File: config.mk
export PLATFORM = sky130hd
export DESIGN_NAME = uart_transmitter
export DESIGN_NICKNAME = d
export VERILOG_FILES = /design/src/rtl/uart_pkg.sv /design/src/rtl/uart_baud_gen.sv /design/src/rtl/uart_transmitter.sv
export SDC_FILE = /design/constraint.sdc
export NUM_CORES = 1
export LEC_CHECK = 0
export ABC_AREA = 0
export CAP_MARGIN = 10
export CELL_PAD_IN_SITES_DETAIL_PLACEMENT = 1
export CELL_PAD_IN_SITES_GLOBAL_PLACEMENT = 1
export CORE_MARGIN = 3
export CORE_UTILIZATION = 37
export DETAILED_ROUTE_END_ITERATION = 12
export HOLD_SLACK_MARGIN = 0.02
export PLACE_DENSITY = 0.71
export SYNTH_ARGS = -nofsm -noshare
export SYNTH_HDL_FRONTEND = slang
export SYNTH_SLANG_ARGS = --single-unit
File: constraint.sdc
create_clock -name clk -period 1.6 [get_ports clk]
set_input_delay 0.32 -clock clk [delete_from_list [all_inputs] [get_ports clk]]
set_output_delay 0.32 -clock clk [all_outputs]
set_load 0.02 [all_outputs]
File: src/rtl/uart_pkg.sv
// Shared UART definitions: frame geometry, default bit timing and the
// transmitter state encoding, common to uart_transmitter and uart_receiver.
package uart_pkg;

  localparam int DEF_CLKS_PER_BIT = 32;
  localparam int DEF_CNT_W        = 6;
  localparam int FRAME_BITS       = 11;
  localparam int DATA_BITS        = 8;

  typedef enum logic [2:0] {
    IDLE   = 3'd0,
    START  = 3'd1,
    DATA   = 3'd2,
    PARITY = 3'd3,
    STOP   = 3'd4
  } tx_state_e;

  // Even parity bit: makes the total count of ones in data+parity even.
  function automatic logic even_parity(input logic [DATA_BITS-1:0] d);
    return ^d;
  endfunction

endpackage

File: src/rtl/uart_baud_gen.sv
// Bit-period counter: pulses bit_tick_o on the last cycle of every bit and
// wraps to zero. A synchronous clear holds it at the start of a bit.
module uart_baud_gen #(
  parameter int CLKS_PER_BIT = uart_pkg::DEF_CLKS_PER_BIT,
  parameter int CNT_W        = uart_pkg::DEF_CNT_W
) (
  input  logic clk,
  input  logic clr,
  input  logic sync_clr_i,
  output logic bit_tick_o
);

  localparam logic [CNT_W-1:0] TERM = CNT_W'(CLKS_PER_BIT - 1);

  logic [CNT_W-1:0] cnt_q, cnt_d;

  assign bit_tick_o = !sync_clr_i && (cnt_q == TERM);

  always_comb begin
    cnt_d = cnt_q + CNT_W'(1);
    if (sync_clr_i || (cnt_q == TERM)) begin
      cnt_d = '0;
    end
  end

  always_ff @(posedge clk or negedge clr) begin
    if (!clr) begin
      cnt_q <= '0;
    end else begin
      cnt_q <= cnt_d;
    end
  end

endmodule

File: src/rtl/uart_transmitter.sv
// Byte-at-a-time UART transmitter: REQ/ACK intake, 11-bit frame
// (start, 8 data LSB-first, even parity, stop), fully registered outputs.
module uart_transmitter
  import uart_pkg::*;
#(
  parameter int CLKS_PER_BIT = DEF_CLKS_PER_BIT,
  parameter int CNT_W        = DEF_CNT_W
) (
  input  logic                 clk,
  input  logic                 clr,
  input  logic                 XMIT_REQ,
  input  logic [DATA_BITS-1:0] XMIT_Data,
  output logic                 XMIT_ACK,
  output logic                 XMIT_BUSY,
  output logic                 TXD,
  output tx_state_e            state_o
);

  tx_state_e            state_q, state_d;
  logic [DATA_BITS-1:0] shift_q, shift_d;
  logic [2:0]           idx_q, idx_d;
  logic                 parity_q, parity_d;
  logic                 ack_q, ack_d;
  logic                 busy_q, busy_d;
  logic                 txd_q, txd_d;
  logic                 bit_tick;
  logic                 accept;

  uart_baud_gen #(
    .CLKS_PER_BIT(CLKS_PER_BIT),
    .CNT_W       (CNT_W)
  ) u_baud (
    .clk       (clk),
    .clr       (clr),
    .sync_clr_i(state_q == IDLE),
    .bit_tick_o(bit_tick)
  );

  // valid/ready contract: a byte is taken only in IDLE while REQ is high and
  // ACK is low; ACK then holds until REQ is sampled low, so a held REQ never resends.
  assign accept = (state_q == IDLE) && XMIT_REQ && !ack_q;

  always_ff @(posedge clk or negedge clr) begin
    if (!clr) begin
      state_q <= IDLE;
    end else begin
      state_q <= state_d;
    end
  end

  always_comb begin
    state_d = state_q;
    case (state_q)
      IDLE:    if (accept)                       state_d = START;
      START:   if (bit_tick)                     state_d = DATA;
      DATA:    if (bit_tick && (idx_q == 3'd7))  state_d = PARITY;
      PARITY:  if (bit_tick)                     state_d = STOP;
      STOP:    if (bit_tick)                     state_d = IDLE;
      default:                                   state_d = IDLE;
    endcase
  end

  always_comb begin
    shift_d  = shift_q;
    idx_d    = idx_q;
    parity_d = parity_q;
    if (accept) begin
      shift_d  = XMIT_Data;
      parity_d = even_parity(XMIT_Data);
      idx_d    = 3'd0;
    end else if ((state_q == DATA) && bit_tick) begin
      shift_d = shift_q >> 1;
      idx_d   = idx_q + 3'd1;
    end
  end

  // Outputs are computed from the next state so they can be registered
  // without adding a cycle of latency to the line.
  always_comb begin
    txd_d  = 1'b1;
    busy_d = (state_d != IDLE);
    ack_d  = ack_q ? XMIT_REQ : accept;
    case (state_d)
      START:   txd_d = 1'b0;
      DATA:    txd_d = shift_d[0];
      PARITY:  txd_d = parity_d;
      default: txd_d = 1'b1;
    endcase
  end

  always_ff @(posedge clk or negedge clr) begin
    if (!clr) begin
      shift_q  <= '0;
      idx_q    <= '0;
      parity_q <= 1'b0;
      ack_q    <= 1'b0;
      busy_q   <= 1'b0;
      txd_q    <= 1'b1;
    end else begin
      shift_q  <= shift_d;
      idx_q    <= idx_d;
      parity_q <= parity_d;
      ack_q    <= ack_d;
      busy_q   <= busy_d;
      txd_q    <= txd_d;
    end
  end

  assign XMIT_ACK  = ack_q;
  assign XMIT_BUSY = busy_q;
  assign TXD       = txd_q;
  assign state_o   = state_q;

endmodule

==> results.toml, run 1 <==
[run_status]
outcome = "finished, violations left"
violations = "negative setup slack"

[logic_synthesis]
synth_top_area_cell = "dfrtp_1"
synth.area.top_cells = "dfrtp_1 48%, xnor2_1 6.6%, mux2i_1 4.2%, o21ai_0 4.2%, nor2_1 3.5%"
synth_warnings = 0
synth-edff-count = 0
postSynthCellCount = 114
ys_seq_elements = 24
syn_nets = 128
synthDistinctLibCells = 34
synth.avg_cell_area_um2 = 10.5
syn_area_um2 = 1190
netlist.area_leader.share_pct = 48.3
ys_seq_area_share_pct = 50.5
async_reset_ff_share_pct = 100
ys.flop_type = "dfrtp_1"

[cells_and_area]
antennaDiodeCount = 0
final_common_cell = "buf_4"
drive_above_1_share_pct = 37.5
syn_to_final_growth_pct = 47.0
design_area_um2 = 1750
nets = 175
final_cell_mix = "24 x buf_4, 22 x dfrtp_1, 10 x clkdlybuf4s50_1"

[die]
row_count = 19
die_w_um = 62.8
num_io_pins = 17
die_y_um = 62.8
core_area_um2 = 2900
dieArea_um2 = 3940
initial_core_util_pct = 41.1

[setup_path]
start_kind = "flop"
required_ns = 1.85
critical_path.max_fanout = 8
crit_type = "reg2reg"
crit_path_end_kind = "flop"
crit_arrival_ns = 2.08

[timing]
slew_violations = 0
min_period_ns = 1.83
slew_headroom_pct = 76.6
fin_skew_ns = 0.00277
setup_viol = 15
post-route-period-util_pct = 114
rsz0062_at_grt = "true"
max_freq_mhz = 546
postLayoutSetupSlackWorst_ns = -0.231
finalHoldViolCount = 0
worst_slew_pin_slew_ns = 0.348

[placement]
port_buffers = 16
placed_area_um2 = 1560
place_congestion = 0.806
dp_hpwl_um = 2110

[routing]
wl_per_cell_um = 15.5
route.detailed.drc = 0
firstDrtPassIters = 4
initialDrtViolationCount = 42
vias_per_cell = 5.09
antenna_left = 0
vias = 1029
drt-total-wl_um = 3130

[clocking]
clockRootBuffer = "clkbuf_4"
clk_latency_ns = 0.32
clock_sinks = 24
cts_tree = "built"
numCtsBuffers = 3
htree_levels = 1
clk_path_buf_depth = 2
clkTransAtPathRegs_ns = 0.13

[global_route]
antenna_found_initial = 0
grt_pass1_wl_um = 4750
gr-usage-all-layers_pct = 15.5
grt_max_degree = 25
grt_pass1_vias = 1023
grt_remaining_overflow = 0

[power]
leakage_nw = 0.785
power_mw = 1.06
powerDensity_nw_per_um2 = 607
peakVddDrop_v = 0.000324

[min_path]
hold_path.class = "in2async"

[job]
max-cap-violations = 0
[layout make-up]
class                      instances  area (µm²)
timing repair buffer              46         402
clock buffer                       4        36.3
fill                             341        1150
sequential                        24         603
tap                               42        52.6
multi-input combinational         80         637
inverter                           6        22.5
[timing repair]
action | in CTS | in global routing
setup endpoints to repair | 18 | 16
hold buffers | 0 | 0
gates resized for setup | 20 | 23
setup buffers | 2 | 4
pin swaps | 3 | 14
[cells in the mapped netlist, types with 3 or more instances]
library cell / count
mux2i_1: 5
dfrtp_1: 23
a22oi_1: 4
inv_1: 6
ha_1: 3
nand2b_1: 3
xnor2_1: 9
o21ai_0: 10
nand2_1: 9
nor2_1: 11
[layer usage]
layer	vias up	share of wire, %	global-route usage (%)
li1	484	-	-
met1	513	42	18.0
met2	24	53	27.7
met3	8	3.8	3.60
met4	0	2.1	5.79
met5	-	0	0
[worst max-delay path: stages (launching register included)]
cell and delay (ns):
dfrtp_1 0.40, buf_4 0.16, nor3b_1 0.27, nor3b_2 0.26
buf_4 0.20, a2bb2o_1 0.29, mux2i_1 0.18
[logic make-up after synthesis]
logic type / count (synthesis) / share of synthesized area, %
DFF: 24 / 50.5
xor gates and xnor gates: 11 / 8.08
and+or+nand+nor: 41 / 18.5
buffers and inverters: 10 / 3.99
muxes: 5 / 4.20
adders and majority gates: 3 / 3.15
AOI/OAI and AO/OA: 20 / 11.6
[worst paths after layout]
| path | start | end | slack (ns) | depth (start not counted) |
|---|---|---|---|---|
| max | state_o[1] | TXD | -0.23 | 6 |
| min | clr | state_o[2] | 0.35 | 2 |
| max reg2reg | state_o[1] | TXD | -0.23 | 6 |
| min reg2reg | shift_q[3] | shift_q[3] | 0.53 | 2 |
| max in group asynchronous | clr | TXD | 0.97 | 2 |
| min in group clk | shift_q[3] | shift_q[3] | 0.53 | 2 |
[sequential cells by signal (all words and copies together), names as in the netlist]
register / count
TXD: 1
XMIT_ACK: 1
XMIT_BUSY: 1
idx_q: 3
parity_q: 1
shift_q: 8
state_o: 3
u_baud.cnt_q: 6
[stage by stage]
stage	std cells	util, %	setup WS [ns]	TNS, ns	hold WS [ns]
detailed placement	192	53.9	-0.278	-2.75	0.514
global placement	192	53.9	-0.265	-2.51	0.508
floorplan	114	-	-0.214	-0.656	0.0244
global route	202	60.4	-0.383	-3.74	0.363
CTS	198	56.9	-0.169	-0.705	0.353
finish	202	60.4	-0.231	-1.56	0.350
[where the power goes]
| group | switching (mW) | leakage (nW) | internal, mW |
|---|---|---|---|
| combinational | 0.0473 | 0.491 | 0.0580 |
| clock | 0.185 | 0.0210 | 0.139 |
| sequential | 0.0105 | 0.273 | 0.625 |
| total | 0.242 | 0.785 | 0.822 |
Note: power is estimated with default switching activity, not from simulation.
==> run 2: changes to the inputs <==
--- a/config.mk
+++ b/config.mk
@@ -14,6 +14,7 @@
 export DETAILED_ROUTE_END_ITERATION = 12
 export HOLD_SLACK_MARGIN = 0.02
 export PLACE_DENSITY = 0.71
+export SLEW_MARGIN = 20
 export SYNTH_ARGS = -nofsm -noshare
 export SYNTH_HDL_FRONTEND = slang
 export SYNTH_SLANG_ARGS = --single-unit
==> results of run 2 <==
No change in the layout: final DEF, timing and power equal those of run 1.
==> run 3: changes to the inputs <==
--- a/config.mk
+++ b/config.mk
@@ -14,6 +14,7 @@
 export DETAILED_ROUTE_END_ITERATION = 12
 export HOLD_SLACK_MARGIN = 0.02
 export PLACE_DENSITY = 0.71
+export RECOVER_POWER = 50
 export SLEW_MARGIN = 20
 export SYNTH_ARGS = -nofsm -noshare
 export SYNTH_HDL_FRONTEND = slang
==> run 3 against run 2 <==
Effect of this change: the run still ends with negative setup slack left; flip-flop and latch count stayed put; global-route usage is the same; worst setup slack barely moved; routed wire length about the same; clock power hardly changed; power is 0.13% lower; sequential power about the same; register-to-register slack about the same; count of clock-buffer cells in the layout stayed put; cell count did not move; utilization fell by 0.086 points; critical path type unchanged; largest power group unchanged.
==> results.toml, run 3 (synthesis gave the netlist of run 1 again) <==
[global_route]
grt_remaining_overflow = 0
grt_pass1_vias = 1023
gr-usage-all-layers_pct = 15.5
antenna_found_initial = 0
grt_max_degree = 25
grt_pass1_wl_um = 4750

[die]
core_area_um2 = 2900
row_count = 19
initial_core_util_pct = 41.1
die_w_um = 62.8
dieArea_um2 = 3940
num_io_pins = 17
die_y_um = 62.8

[setup_path]
r2r_start = "state_o[1]"
required_ns = 1.85
r2r_cells = 6
worstReg2RegEnd = "TXD"
reg2reg_slack_ns = -0.23
critical_path.max_fanout = 8
start_kind = "flop"
crit_arrival_ns = 2.08
critPathLaunch = "state_o[1]"
crit_type = "reg2reg"
timing.critical_path.to = "TXD"
crit_path_end_kind = "flop"

[min_path]
hold_path.class = "in2async"

[clocking]
htree_levels = 1
clk_path_buf_depth = 2
clk_latency_ns = 0.32
postCtsHoldBufs = 0
clkTransAtPathRegs_ns = 0.13
cts_tree = "built"
clockRootBuffer = "clkbuf_4"
clock_sinks = 24
numCtsBuffers = 3

[power]
peakVddDrop_v = 0.000324
leakage_nw = 0.784
power_frac_clock_pct = 30.5
powerDensity_nw_per_um2 = 607
switching_share_pct = 22.8
combPwrFrac_pct = 9.8
p_int_mw = 0.821
power_frac_seq_pct = 59.8
switchingPower_mw = 0.242

[routing]
wl_per_cell_um = 15.5
route.detailed.drc = 0
firstDrtPassIters = 4
antenna_left = 0
drt-total-wl_um = 3130
vias_per_cell = 5.09
initialDrtViolationCount = 42
vias = 1029

[cells_and_area]
syn_to_final_growth_pct = 46.8
largest-register = "shift_q"
fin_util_pct = 60.4
largest_register_ffs = 8
nets = 175
largestRegisters = "shift_q x8, u_baud.cnt_q x6"
drive_above_1_share_pct = 37.5
fill_cells = 340
final_cell_mix = "23 x buf_4, 22 x dfrtp_1, 9 x nor2_1, 9 x xnor2_1, 9 x clkdlybuf4s50_1"
final_common_cell = "buf_4"
antennaDiodeCount = 0

[timing]
finalHoldViolCount = 0
max_freq_mhz = 546
fin_skew_ns = 0.00277
rsz0062_at_grt = "true"
worst_slew_pin_slew_ns = 0.610
min_period_ns = 1.83
setup_viol = 15
slew_violations = 0
postLayoutSetupSlackWorst_ns = -0.231
hold_slack_ns = 0.525
finalSetupTns_ns = -1.56
slew_headroom_pct = 59.4
post-route-period-util_pct = 114

[run_status]
outcome = "finished, violations left"
violations = "negative setup slack"

[placement]
place_congestion = 0.806
dp_hpwl_um = 2110
port_buffers = 16

[job]
max-cap-violations = 0
-- run 3: worst min-delay path by stage --
stage | endpoint | slack, ns | depth (start not counted)
floorplan | XMIT_ACK | 0.02 | 0
global placement | shift_q[1] | 0.51 | 2
detailed placement | XMIT_ACK | 0.51 | 1
CTS | u_baud.cnt_q[4] | 0.35 | 2
global route | XMIT_ACK | 0.54 | 2
finish | state_o[2] | 0.53 | 2
-- run 3: cell type report --
cell class                 count  area [µm²]  area share, %
multi-input combinational     80         637           36.4
tap                           42        52.6           3.00
clock buffer                   4        36.3           2.07
timing repair buffer          46         399           22.8
inverter                       6        22.5           1.29
sequential                    24         603           34.5
-- run 3: critical path, stage by stage, from the launching register on --
cell and delay, ns:
dfrtp_1 0.40, buf_4 0.16, nor3b_1 0.27, nor3b_2 0.26
buf_4 0.20, a2bb2o_1 0.29, mux2i_1 0.18
-- run 3: per-layer routing --
metal	vias to the layer above	routed length [µm]	part of all wire, %	global-route usage (%)
met2	24	1640	53	27.7
met3	8	118	3.8	3.60
met5	-	0	0	0
li1	484	-	-	-
met4	0	67	2.1	5.79
met1	513	1300	42	18.0
-- run 3: power by group through the flow --
stage | logic, mW | registers [mW] | clock network [mW]
after floorplan | 0.0485 | 0.644 | 0
after global placement | 0.0996 | 0.645 | 0
after detailed placement | 0.104 | 0.646 | 0
after CTS | 0.106 | 0.635 | 0.337
after global routing | 0.114 | 0.638 | 0.375
final | 0.104 | 0.635 | 0.324
-- run 3: through the flow --
step	area (µm²)	setup WS [ns]	instances	power [mW]
2_1_floorplan	1200	-0.214	114	0.693
4_1_cts	1650	-0.169	198	1.08
3_3_place_gp	1560	-0.265	192	0.745
5_1_grt	1750	-0.383	202	1.13
3_5_place_dp	1560	-0.278	192	0.750
6_report	1750	-0.231	202	1.06
-- run 3: repair_timing --
item                                    CTS  global route
endpoints found under the setup margin   18            16
pin swaps                                 3            14
resized for setup                        20            23
setup buffers                             2             4
